`config.mk`:
```
export PLATFORM = sky130hd
export DESIGN_NAME = aes_bus_sequencer
export DESIGN_NICKNAME = d
export VERILOG_FILES = /design/src/rtl/aes_bus_sequencer_pkg.sv /design/src/rtl/aes_word_shifter.sv /design/src/rtl/aes_bus_sequencer.sv
export SDC_FILE = /design/constraint.sdc
export NUM_CORES = 2
export LEC_CHECK = 0
export BUFFER_PORTS_ARGS = -buffer_cell sky130_fd_sc_hd__buf_2
export CORE_ASPECT_RATIO = 1.2
export CORE_UTILIZATION = 35
export CTS_CLUSTER_DIAMETER = 120
export DETAILED_ROUTE_END_ITERATION = 10
export GPL_ROUTABILITY_DRIVEN = 1
export PLACE_DENSITY_LB_ADDON = 0.1
export SETUP_SLACK_MARGIN = 0.1
export SLEW_MARGIN = 20
export SYNTH_ARGS = -nofsm -noshare
export SYNTH_HDL_FRONTEND = slang
export SYNTH_HIERARCHICAL = 1
export SYNTH_SLANG_ARGS = --single-unit
```
`constraint.sdc`:
```
create_clock -name clk -period 3.2 [get_ports clk]
set_clock_uncertainty 0.05 [all_clocks]
set_input_delay 0.16 -clock clk [delete_from_list [all_inputs] [get_ports clk]]
set_output_delay 0.16 -clock clk [all_outputs]
set_load 0.03 [all_outputs]
```
`src/rtl/aes_bus_sequencer_pkg.sv`:
```
// Shared definitions for the AES bus sequencer: core register map, control/status
// bit positions, sequencer states and small encoding helpers.
package aes_bus_sequencer_pkg;

    localparam logic [3:0] ADDR_IDLE   = 4'd0;
    localparam logic [3:0] ADDR_CONFIG = 4'd1;
    localparam logic [3:0] ADDR_KEY    = 4'd2;
    localparam logic [3:0] ADDR_BLOCK  = 4'd3;
    localparam logic [3:0] ADDR_STATUS = 4'd5;
    localparam logic [3:0] ADDR_START  = 4'd6;
    localparam logic [3:0] ADDR_RESULT = 4'd7;

    localparam int unsigned BIT_ENCDEC = 0;
    localparam int unsigned BIT_KEYLEN = 1;
    localparam int unsigned BIT_READY  = 0;
    localparam int unsigned BIT_VALID  = 1;
    localparam int unsigned BIT_INIT   = 0;
    localparam int unsigned BIT_NEXT   = 1;

    localparam logic [3:0] BLK_LAST_WORD = 4'd7;
    localparam logic [3:0] RES_LAST_BYTE = 4'd15;

    typedef enum logic [3:0] {
        IDLE     = 4'd0,
        CFG      = 4'd1,
        KEY_ADDR = 4'd2,
        KEY_DATA = 4'd3,
        INIT     = 4'd4,
        POLL_RDY = 4'd5,
        BLK_ADDR = 4'd6,
        BLK_DATA = 4'd7,
        NEXT     = 4'd8,
        POLL_VLD = 4'd9,
        RES_ADDR = 4'd10,
        RES_DATA = 4'd11,
        DONE     = 4'd12
    } seq_state_e;

    function automatic logic [15:0] cfg_word(input logic encdec, input logic keylen);
        logic [15:0] w;
        w             = 16'h0000;
        w[BIT_ENCDEC] = encdec;
        w[BIT_KEYLEN] = keylen;
        return w;
    endfunction

    function automatic logic [15:0] start_word(input int unsigned bit_idx);
        logic [15:0] w;
        w          = 16'h0000;
        w[bit_idx] = 1'b1;
        return w;
    endfunction

    // Index of the final key word: 8 words for a 128-bit key, 16 for 256-bit.
    function automatic logic [3:0] last_key_word(input logic keylen);
        return keylen ? 4'd15 : 4'd7;
    endfunction

endpackage

```
`src/rtl/aes_word_shifter.sv`:
```
// 256-bit shift register that presents key/block material one 16-bit word at a
// time, most significant word first.
module aes_word_shifter (
    input  logic         clk,
    input  logic         rst_n,
    input  logic         load,
    input  logic         shift,
    input  logic [255:0] load_val,
    output logic [15:0]  word
);

    logic [255:0] sh_q;
    logic [255:0] sh_d;

    // Next value: a load wins over a shift.
    always_comb begin
        sh_d = sh_q;
        if (load) begin
            sh_d = load_val;
        end else if (shift) begin
            sh_d = {sh_q[239:0], 16'h0000};
        end else begin
            sh_d = sh_q;
        end
    end

    // Shift register state.
    always_ff @(posedge clk or negedge rst_n) begin
        if (!rst_n) begin
            sh_q <= 256'h0;
        end else begin
            sh_q <= sh_d;
        end
    end

    assign word = sh_q[255:240];

endmodule

```
`src/rtl/aes_bus_sequencer.sv`:
```
// Drives a register-mapped AES core through one command: configure, optionally
// load/expand the key, write the block, start, poll and read back the result.
module aes_bus_sequencer
    import aes_bus_sequencer_pkg::*;
#(
    parameter int POLL_LIMIT = 64
) (
    input  logic         clk,
    input  logic         rst_n,
    input  logic         cmd_valid,
    output logic         cmd_ready,
    input  logic         cmd_encdec,
    input  logic         cmd_keylen,
    input  logic         cmd_key_reload,
    input  logic [255:0] cmd_key,
    input  logic [127:0] cmd_block,
    output logic         rsp_valid,
    input  logic         rsp_ready,
    output logic         rsp_err,
    output logic [127:0] rsp_data,
    output logic [3:0]   aes_address,
    output logic [15:0]  aes_data_in,
    input  logic [7:0]   aes_data_out
);

    localparam int PW = $clog2(POLL_LIMIT + 1);
    localparam logic [PW-1:0] POLL_LAST = PW'(POLL_LIMIT - 1);
    localparam logic [PW-1:0] POLL_ZERO = {PW{1'b0}};
    localparam logic [PW-1:0] POLL_ONE  = PW'(1);

    seq_state_e     state_q, state_d;
    logic           encdec_q, encdec_d;
    logic           keylen_q, keylen_d;
    logic           reload_q, reload_d;
    logic [255:0]   key_q, key_d;
    logic [127:0]   block_q, block_d;
    logic           key_loaded_q, key_loaded_d;
    logic           loaded_keylen_q, loaded_keylen_d;
    logic [3:0]     word_cnt_q, word_cnt_d;
    logic [PW-1:0]  poll_cnt_q, poll_cnt_d;
    logic           rsp_valid_q, rsp_valid_d;
    logic           rsp_err_q, rsp_err_d;
    logic [127:0]   rsp_data_q, rsp_data_d;
    logic           cmd_ready_q, cmd_ready_d;
    logic [3:0]     addr_q, addr_d;
    logic [15:0]    wdata_q, wdata_d;

    logic           sh_load_s;
    logic           sh_shift_s;
    logic [255:0]   sh_val_s;
    logic [15:0]    sh_word_s;
    logic [3:0]     byte_idx_s;

    assign byte_idx_s = RES_LAST_BYTE - word_cnt_q;

    aes_word_shifter u_shifter (
        .clk      (clk),
        .rst_n    (rst_n),
        .load     (sh_load_s),
        .shift    (sh_shift_s),
        .load_val (sh_val_s),
        .word     (sh_word_s)
    );

    // Next-state, command capture, counters, response, then bus values for the next cycle.
    always_comb begin
        state_d         = state_q;
        encdec_d        = encdec_q;
        keylen_d        = keylen_q;
        reload_d        = reload_q;
        key_d           = key_q;
        block_d         = block_q;
        key_loaded_d    = key_loaded_q;
        loaded_keylen_d = loaded_keylen_q;
        word_cnt_d      = word_cnt_q;
        poll_cnt_d      = poll_cnt_q;
        rsp_err_d       = rsp_err_q;
        rsp_data_d      = rsp_data_q;

        case (state_q)
            IDLE: begin
                if (cmd_valid) begin
                    encdec_d  = cmd_encdec;
                    keylen_d  = cmd_keylen;
                    reload_d  = cmd_key_reload;
                    key_d     = cmd_key;
                    block_d   = cmd_block;
                    rsp_err_d = 1'b0;
                    state_d   = CFG;
                end else begin
                    state_d = IDLE;
                end
            end
            CFG: begin
                if (reload_q || !key_loaded_q || (keylen_q != loaded_keylen_q)) begin
                    state_d = KEY_ADDR;
                end else begin
                    state_d = BLK_ADDR;
                end
            end
            KEY_ADDR: begin
                word_cnt_d = 4'd0;
                state_d    = KEY_DATA;
            end
            KEY_DATA: begin
                if (word_cnt_q == last_key_word(keylen_q)) begin
                    state_d = INIT;
                end else begin
                    word_cnt_d = word_cnt_q + 4'd1;
                end
            end
            INIT: begin
                poll_cnt_d = POLL_ZERO;
                state_d    = POLL_RDY;
            end
            POLL_RDY: begin
                if (aes_data_out[BIT_READY]) begin
                    key_loaded_d    = 1'b1;
                    loaded_keylen_d = keylen_q;
                    state_d         = BLK_ADDR;
                end else if (poll_cnt_q == POLL_LAST) begin
                    key_loaded_d = 1'b0;
                    rsp_err_d    = 1'b1;
                    state_d      = DONE;
                end else begin
                    poll_cnt_d = poll_cnt_q + POLL_ONE;
                end
            end
            BLK_ADDR: begin
                word_cnt_d = 4'd0;
                state_d    = BLK_DATA;
            end
            BLK_DATA: begin
                if (word_cnt_q == BLK_LAST_WORD) begin
                    state_d = NEXT;
                end else begin
                    word_cnt_d = word_cnt_q + 4'd1;
                end
            end
            NEXT: begin
                poll_cnt_d = POLL_ZERO;
                state_d    = POLL_VLD;
            end
            POLL_VLD: begin
                if (aes_data_out[BIT_VALID]) begin
                    state_d = RES_ADDR;
                end else if (poll_cnt_q == POLL_LAST) begin
                    key_loaded_d = 1'b0;
                    rsp_err_d    = 1'b1;
                    state_d      = DONE;
                end else begin
                    poll_cnt_d = poll_cnt_q + POLL_ONE;
                end
            end
            RES_ADDR: begin
                word_cnt_d = 4'd0;
                state_d    = RES_DATA;
            end
            RES_DATA: begin
                rsp_data_d[{byte_idx_s, 3'b000} +: 8] = aes_data_out;
                if (word_cnt_q == RES_LAST_BYTE) begin
                    state_d = DONE;
                end else begin
                    word_cnt_d = word_cnt_q + 4'd1;
                end
            end
            DONE: begin
                if (rsp_ready) begin
                    state_d = IDLE;
                end else begin
                    state_d = DONE;
                end
            end
            default: begin
                state_d = IDLE;
            end
        endcase

        // Bus outputs are registered, so they are decoded from the state being entered.
        addr_d     = ADDR_IDLE;
        wdata_d    = 16'h0000;
        sh_load_s  = 1'b0;
        sh_shift_s = 1'b0;
        sh_val_s   = 256'h0;
        case (state_d)
            CFG: begin
                addr_d  = ADDR_CONFIG;
                wdata_d = cfg_word(encdec_d, keylen_d);
            end
            KEY_ADDR: begin
                addr_d    = ADDR_KEY;
                sh_load_s = 1'b1;
                sh_val_s  = key_q;
            end
            KEY_DATA, BLK_DATA: begin
                addr_d     = ADDR_IDLE;
                wdata_d    = sh_word_s;
                sh_shift_s = 1'b1;
            end
            INIT: begin
                addr_d  = ADDR_START;
                wdata_d = start_word(BIT_INIT);
            end
            POLL_RDY, POLL_VLD: begin
                addr_d = ADDR_STATUS;
            end
            BLK_ADDR: begin
                addr_d    = ADDR_BLOCK;
                sh_load_s = 1'b1;
                sh_val_s  = {block_q, 128'h0};
            end
            NEXT: begin
                addr_d  = ADDR_START;
                wdata_d = start_word(BIT_NEXT);
            end
            RES_ADDR, RES_DATA: begin
                addr_d = ADDR_RESULT;
            end
            default: begin
                addr_d  = ADDR_IDLE;
                wdata_d = 16'h0000;
            end
        endcase

        rsp_valid_d = (state_d == DONE);
        cmd_ready_d = (state_d == IDLE);
    end

    // Sequencer state and registered outputs.
    always_ff @(posedge clk or negedge rst_n) begin
        if (!rst_n) begin
            state_q         <= IDLE;
            encdec_q        <= 1'b0;
            keylen_q        <= 1'b0;
            reload_q        <= 1'b0;
            key_q           <= 256'h0;
            block_q         <= 128'h0;
            key_loaded_q    <= 1'b0;
            loaded_keylen_q <= 1'b0;
            word_cnt_q      <= 4'd0;
            poll_cnt_q      <= POLL_ZERO;
            rsp_valid_q     <= 1'b0;
            rsp_err_q       <= 1'b0;
            rsp_data_q      <= 128'h0;
            cmd_ready_q     <= 1'b1;
            addr_q          <= 4'd0;
            wdata_q         <= 16'h0000;
        end else begin
            state_q         <= state_d;
            encdec_q        <= encdec_d;
            keylen_q        <= keylen_d;
            reload_q        <= reload_d;
            key_q           <= key_d;
            block_q         <= block_d;
            key_loaded_q    <= key_loaded_d;
            loaded_keylen_q <= loaded_keylen_d;
            word_cnt_q      <= word_cnt_d;
            poll_cnt_q      <= poll_cnt_d;
            rsp_valid_q     <= rsp_valid_d;
            rsp_err_q       <= rsp_err_d;
            rsp_data_q      <= rsp_data_d;
            cmd_ready_q     <= cmd_ready_d;
            addr_q          <= addr_d;
            wdata_q         <= wdata_d;
        end
    end

    assign cmd_ready   = cmd_ready_q;
    assign rsp_valid   = rsp_valid_q;
    assign rsp_err     = rsp_err_q;
    assign rsp_data    = rsp_data_q;
    assign aes_address = addr_q;
    assign aes_data_in = wdata_q;

endmodule

```
Yosys cells after proc, flatten, opt, wreduce, memory -nomap -nowiden
Cells that the tools add are included.
{"block": "word_totals", "register_bits": 811, "inputBits": 399, "output_inout_bits": 151, "elab_cells": 121}
{"block": "op_classes", "n_addsub": 4, "n_eq_ne": 35, "shift": 2, "n_mux": 40, "n_reduce_logical": 23}
{"cell": "256-bit two-way mux", "n": 2}
{"cell": "256-bit one-hot mux with 2 select lines", "n": 1}
{"cell": "128-bit bitwise mux", "n": 1}
{"cell": "8-bit by 9-bit variable shift with 128-bit output (first input constant)", "n": 1}
{"cell": "8-bit by 9-bit indexed part select with 128-bit output", "n": 1}
{"cell": "16-bit one-hot mux with 4 select lines", "n": 1}
{"cell": "4-bit one-hot mux with 13 select lines", "n": 1}
{"cell": "4-bit == test (second input constant)", "n": 11}
{"cell": "4-bit two-way mux", "n": 11}
{"cell": "4-bit by 3-bit == test with 1-bit output (second input constant)", "n": 9}
{"cell": "7-bit two-way mux", "n": 3}
{"cell": "7-bit one-hot mux with 3 select lines", "n": 1}
{"cell": "3-bit one-hot mux with 6 select lines", "n": 1}
{"cell": "4-bit by 2-bit == test with 1-bit output (second input constant)", "n": 4}
{"cell": "4-bit one-hot mux with 4 select lines", "n": 1}
{"cell": "1-bit two-way mux", "n": 14}
{"cell": "2-bit inequality test (second input constant)", "n": 6}
{"cell": "2-bit OR reduction", "n": 6}
{"cell": "7-bit negation with 9-bit output", "n": 1}
{"cell": "4-bit by 1-bit == test with 1-bit output (second input constant)", "n": 2}
{"cell": "4-bit logical NOT", "n": 2}
{"cell": "4-bit AND reduction", "n": 2}
{"cell": "7-bit by 1-bit adder with 7-bit output (second input constant)", "n": 1}
{"cell": "7-bit by 6-bit == test with 1-bit output (second input constant)", "n": 1}
{"cell": "15 further kinds", "n": 20}

Longest topological paths before layout
{"block": "depth", "ltp_word": 10, "mapped_depth": 13, "depth_no_buf": 8}

Hierarchy
Netlist, hierarchy kept.
{"mod": "aes_bus_sequencer", "n_inst": 1, "cells_each": 2761, "area_per_inst_um2": 24577.3}
{"mod": "aes_word_shifter", "n_inst": 1, "cells_each": 1126, "area_per_inst_um2": 12044.1}

Least setup slack after synthesis
OpenSTA, ideal clock, no wires.
{"block": "synth_timing", "path_type": "register to register", "startpoint": "register word_cnt_q[1]", "endpoint": "register u_shifter.sh_q[100]", "arrival_time_ns": 2.618, "required_time_ns": 3.030, "setup_slack_ns": 0.412, "path_stages_with_launch": 13, "period_less_slack_ns": 2.788, "cell_sequence": "dfrtp_1 -> ha_1 -> buf_2 -> nand4_1 -> nor3b_1 -> a211oi_1 -> nor2b_1 -> clkbuf_1 -> buf_6 -> buf_12 -> buf_12 -> mux2i_1 -> o21ai_2"}
{"block": "synth_between", "elab_chain_len": 7, "elab_cells_between_ends": 18}
{"item": "from (decl)", "line": "aes_bus_sequencer.sv:39", "source": "logic [3:0] word_cnt_q, word_cnt_d;"}
{"item": "from (signal assigned)", "line": "aes_bus_sequencer.sv:257", "source": "word_cnt_q <= word_cnt_d;"}
{"item": "4-bit == test (tied with other cells)", "line": "aes_bus_sequencer.sv:161", "source": "if (word_cnt_q == RES_LAST_BYTE) begin"}
{"item": "4-bit two-way mux (on tied branches)", "line": "aes_bus_sequencer.sv:161, aes_bus_sequencer.sv:106, aes_bus_sequencer.sv:134"}
{"item": "4-bit one-hot mux with 13 select lines (*)", "line": "aes_bus_sequencer.sv:80", "source": "case (state_q)"}
{"item": "4-bit by 2-bit == test with 1-bit output / 4-bit by 3-bit == test with 1-bit output (equally long branches)", "line": "aes_bus_sequencer.sv:185", "source": "case (state_d)"}
{"item": "2-bit OR reduction (*)", "line": "aes_bus_sequencer.sv:185"}
{"item": "1-bit two-way mux (*)", "line": "aes_bus_sequencer.sv:185"}
{"item": "net sh_shift_s", "line": "aes_bus_sequencer.sv:49", "source": "logic sh_shift_s;"}
{"item": "2-bit nonzero test (no source line) (*)"}
{"item": "to (signal assigned)", "line": "aes_word_shifter.sv:30", "source": "sh_q <= 256'h0;"}
{"item": "to (signal assigned)", "line": "aes_word_shifter.sv:32", "source": "sh_q <= sh_d;"}
{"item": "to (decl)", "line": "aes_word_shifter.sv:12", "source": "logic [255:0] sh_q;"}
Mark *: on every way through the listed nets, which the timed path passes. The rest lies on a longest branch.
A chain may end at the register's enable or synchronous reset.

Worst setup path in the final report
{"block": "layout_timing", "startpoint": "register state_q[0]", "endpoint": "register u_shifter.sh_q[241]"}
{"block": "layout_between", "elab_chain_len": 7, "elab_cells_between_ends": 31}
{"item": "from (decl)", "line": "aes_bus_sequencer.sv:31", "source": "seq_state_e state_q, state_d;"}
{"item": "from (signal assigned)", "line": "aes_bus_sequencer.sv:249", "source": "state_q <= state_d;"}
{"item": "4-bit two-way mux", "line": "aes_bus_sequencer.sv:121, aes_bus_sequencer.sv:147"}
{"item": "4-bit two-way mux (on tied branches)", "line": "aes_bus_sequencer.sv:145, aes_bus_sequencer.sv:117"}
{"item": "4-bit one-hot mux with 13 select lines (*)", "line": "aes_bus_sequencer.sv:80"}
{"item": "4-bit by 3-bit == test with 1-bit output / 4-bit by 2-bit == test with 1-bit output (equally long branches)", "line": "aes_bus_sequencer.sv:185"}
{"item": "2-bit OR reduction (on tied branches)"}
{"item": "1-bit two-way mux", "line": "aes_bus_sequencer.sv:185"}
{"item": "256-bit two-way mux / 2-bit nonzero test (equally long branches)"}
Every way passes the cells marked *; elsewhere a longest branch is shown, timed or not.

==> impl_metrics.env <==
export IMPL_status="finished, final reports clean"
export IMPL_post_cts_resized=0
export IMPL_ir_worst_vdd_mv=0.527
export IMPL_cts_setup_buffers=0
export IMPL_relSlewSlack=0.412
export IMPL_cts_buffer_depth=3
export IMPL_cts_sinks=809
export IMPL_dieHeight_um=356
export IMPL_vias=29917
export IMPL_netlist_cell_type_count=62
export IMPL_drtIter0Drc=1968
export IMPL_num_rows=129
export IMPL_finalCritPeriodShare=0.882
export IMPL_n_fill_cell=9984
export IMPL_highest_layer="met5"
export IMPL_drc=0
export IMPL_synthFlopType="dfrtp_1"
export IMPL_port_buffers=548
export IMPL_hold_viol=0
export IMPL_die_w_um=297
export IMPL_layout_commonest_cell="nand2_1"
export IMPL_grt_ovfl_total=0
export IMPL_end_kind="register"
export IMPL_hold_class="in2async"
export IMPL_area_growth_synth_to_final_pct=30.3
export IMPL_grt_max_degree=158
export IMPL_grt_pass1_wl_um=185000
export IMPL_cap_violations=0
export IMPL_clock_fmax_ghz=0.354
export IMPL_synth_area_top_cells="dfrtp_1, nand2_1, mux2i_1, mux2_2, o21ai_1"
export IMPL_rsz0062_at_grt="no"
export IMPL_place_hpwl_um=82700
export IMPL_worstSkewPairLatency_ns=0.65
export IMPL_grt_use_total=0.226
export IMPL_nets=5134
export IMPL_synth_area_um2=36600
export IMPL_cts_buffers=90
export IMPL_wl_met3_um=4690
export IMPL_initial_core_util=0.354
export IMPL_worstPathArrival_ns=3.30
export IMPL_core_area_um2=103000
export IMPL_dieArea_um2=106000
export IMPL_drt_pre_antenna_iters=5
export IMPL_gp_congestion=0.820
export IMPL_tightest_slew_ns=0.882
export IMPL_crit_required_ns=3.67
export IMPL_path_clk_slew_ns=0.06
export IMPL_io_pins=550
export IMPL_antenna_found_initial=4
export IMPL_final_cell_mix="nand2_1, dfrtp_1, buf_2, dlygate4sd3_1, mux2i_1"
export IMPL_via_per_inst=4.84
export IMPL_p_leak_nw=23.9
export IMPL_wirelength_um=121000
export IMPL_fin_setup_tns_ns=0
export IMPL_path_class="reg2reg"
export IMPL_finalCriticalPeriod_ns=2.82
export IMPL_wl_met2_um=58200
export IMPL_final_antenna_net_count=0
export IMPL_ctsRootBufferMaster="clkbuf_16"
export IMPL_power_density_nw_per_um2=715
export IMPL_startpoint_type="register"
export IMPL_synth_edf_count=0
export IMPL_fin_ws_ns=0.378
export IMPL_grt_pass1_vias=30360
export IMPL_avgRoutedWirePerCell_um=19.6
export IMPL_synthArstFlopShare=1.00
export IMPL_cts_tree="built"
export IMPL_finalPower_mw=34.1
export IMPL_htreeDepth=3
export IMPL_synth_top_cell_area_share=0.552
export IMPL_ys_ff_latch=809
export IMPL_synth_area_leader_cell="dfrtp_1"
export IMPL_slew_viol_final=0
export IMPL_syn_inst=3887
export IMPL_finalSetupViolations=0
export IMPL_layout_drive_gt1_share=0.200
export IMPL_dp_worst_setup_slack_ns=0.431
export IMPL_syn_area_per_cell_um2=9.42
export IMPL_yosysSeqAreaShare=0.553
export IMPL_crit_fanout=39
export IMPL_ys_warn_count=6
export IMPL_synth_nets=4290
export IMPL_met1Wirelength_um=53800
[where the power goes]
group | switching, mW | total (mW) | internal [mW]
clock network | 4.34 | 10.5 | 6.21
registers | 1.56 | 14.3 | 12.8
logic | 5.55 | 9.23 | 3.69
total | 11.4 | 34.1 | 22.7
[through the flow]
step                area (um2)  utilization  cells  hold slack [ns]
finish                   47700        0.461   6180           0.0806
global route             47700        0.461   6179           0.0689
CTS                      47700        0.461   6177           0.0473
detailed placement       40800        0.394   5617            0.209
global placement         40800        0.394   5617            0.206
floorplan                36600            -   3887           -0.186
[routing by layer]
layer | track usage | vias to the layer above
met5 | 0 | -
li1 | - | 14525
met2 | 0.377 | 693
met4 | 0.0870 | 4
met3 | 0.0302 | 180
met1 | 0.298 | 14515
[final cells by class]
| type | count | area [um2] | area share |
|---|---|---|---|
| Sequential cell | 809 | 20200 | 0.424 |
| Antenna cell | 3 | 7.51 | 0.000157 |
| Clock buffer | 142 | 2790 | 0.0585 |
| Multi-Input combinational cell | 2758 | 14600 | 0.305 |
| Inverter | 7 | 26.3 | 0.000551 |
| Clock inverter | 21 | 201 | 0.00422 |
| Tap cell | 1375 | 1720 | 0.0360 |
| Timing Repair Buffer | 1065 | 8180 | 0.171 |
[logic make-up (layout without fill, tap and decap cells)]
kind of cell	count (synthesis)	in the layout	synth area share
buffers and inverters	320	1235	0.0508
AOI/OAI and AO/OA	415	415	0.0590
and+or+nand+nor	1959	1959	0.228
muxes	369	369	0.105
other	1	4	0.000102
DFF	809	809	0.553
xor gates and xnor gates	10	10	0.00260
adders and majority gates	4	4	0.00137
[synthesized netlist by cell type, drive strengths merged, types with 2 or more instances]
master,count
nand4,130
xor2,3
ha,4
a31oi,2
nand3,12
or4b,2
or3,2
and2,29
or3b,3
inv,7
clkbuf,214
nand2,1565
o21ai,394
nand3b,2
and3,140
nor2,15
nor3b,4
mux2i,240
o22ai,2
dfrtp,808
a21oi,3
nand4b,2
nor4,3
nor4b,3
nor2b,13
nor3,8
nand2b,24
xnor2,7
a221o,2
buf,99
mux2,129
[flip-flops by register name (all words and copies together), names as in the netlist, 3 cells and up]
register        count
poll_cnt_q          7
rsp_data          128
aes_address         3
state_q             4
u_shifter/sh_q    256
key_q             256
block_q           128
word_cnt_q          4
aes_data_in        16
[critical path, stage by stage (launching register included)]
cell and delay [ns]:
dfrtp_1 0.56, buf_4 0.22, o31ai_1 0.10, and2_1 0.22, a211oi_1 0.33, nor2b_4 0.33
buf_12 0.22, buf_12 0.28, mux2i_1 0.27, o21ai_1 0.08
[path summary, 6_finish.rpt]
path                                 start             endpoint  slack (ns)  depth (start not counted)
hold reg to reg                  key_q[33]            key_q[33]        0.41                          2
max in group asynchronous            rst_n  u_shifter/sh_q[116]        2.01                          3
setup reg to reg                state_q[0]  u_shifter/sh_q[241]        0.38                          9
min in group clk           aes_data_out[1]         rsp_data[81]        0.09                          2
setup / recovery                state_q[0]  u_shifter/sh_q[241]        0.38                          9
hold / removal                       rst_n        rsp_data[117]        0.08                          2
[what timing repair did]
action | in CTS | in global routing
hold endpoints to repair | 486 | 0
hold buffers | 397 | 0
setup endpoints to repair | 0 | 0
Note: power is estimated with default switching activity, not from simulation.
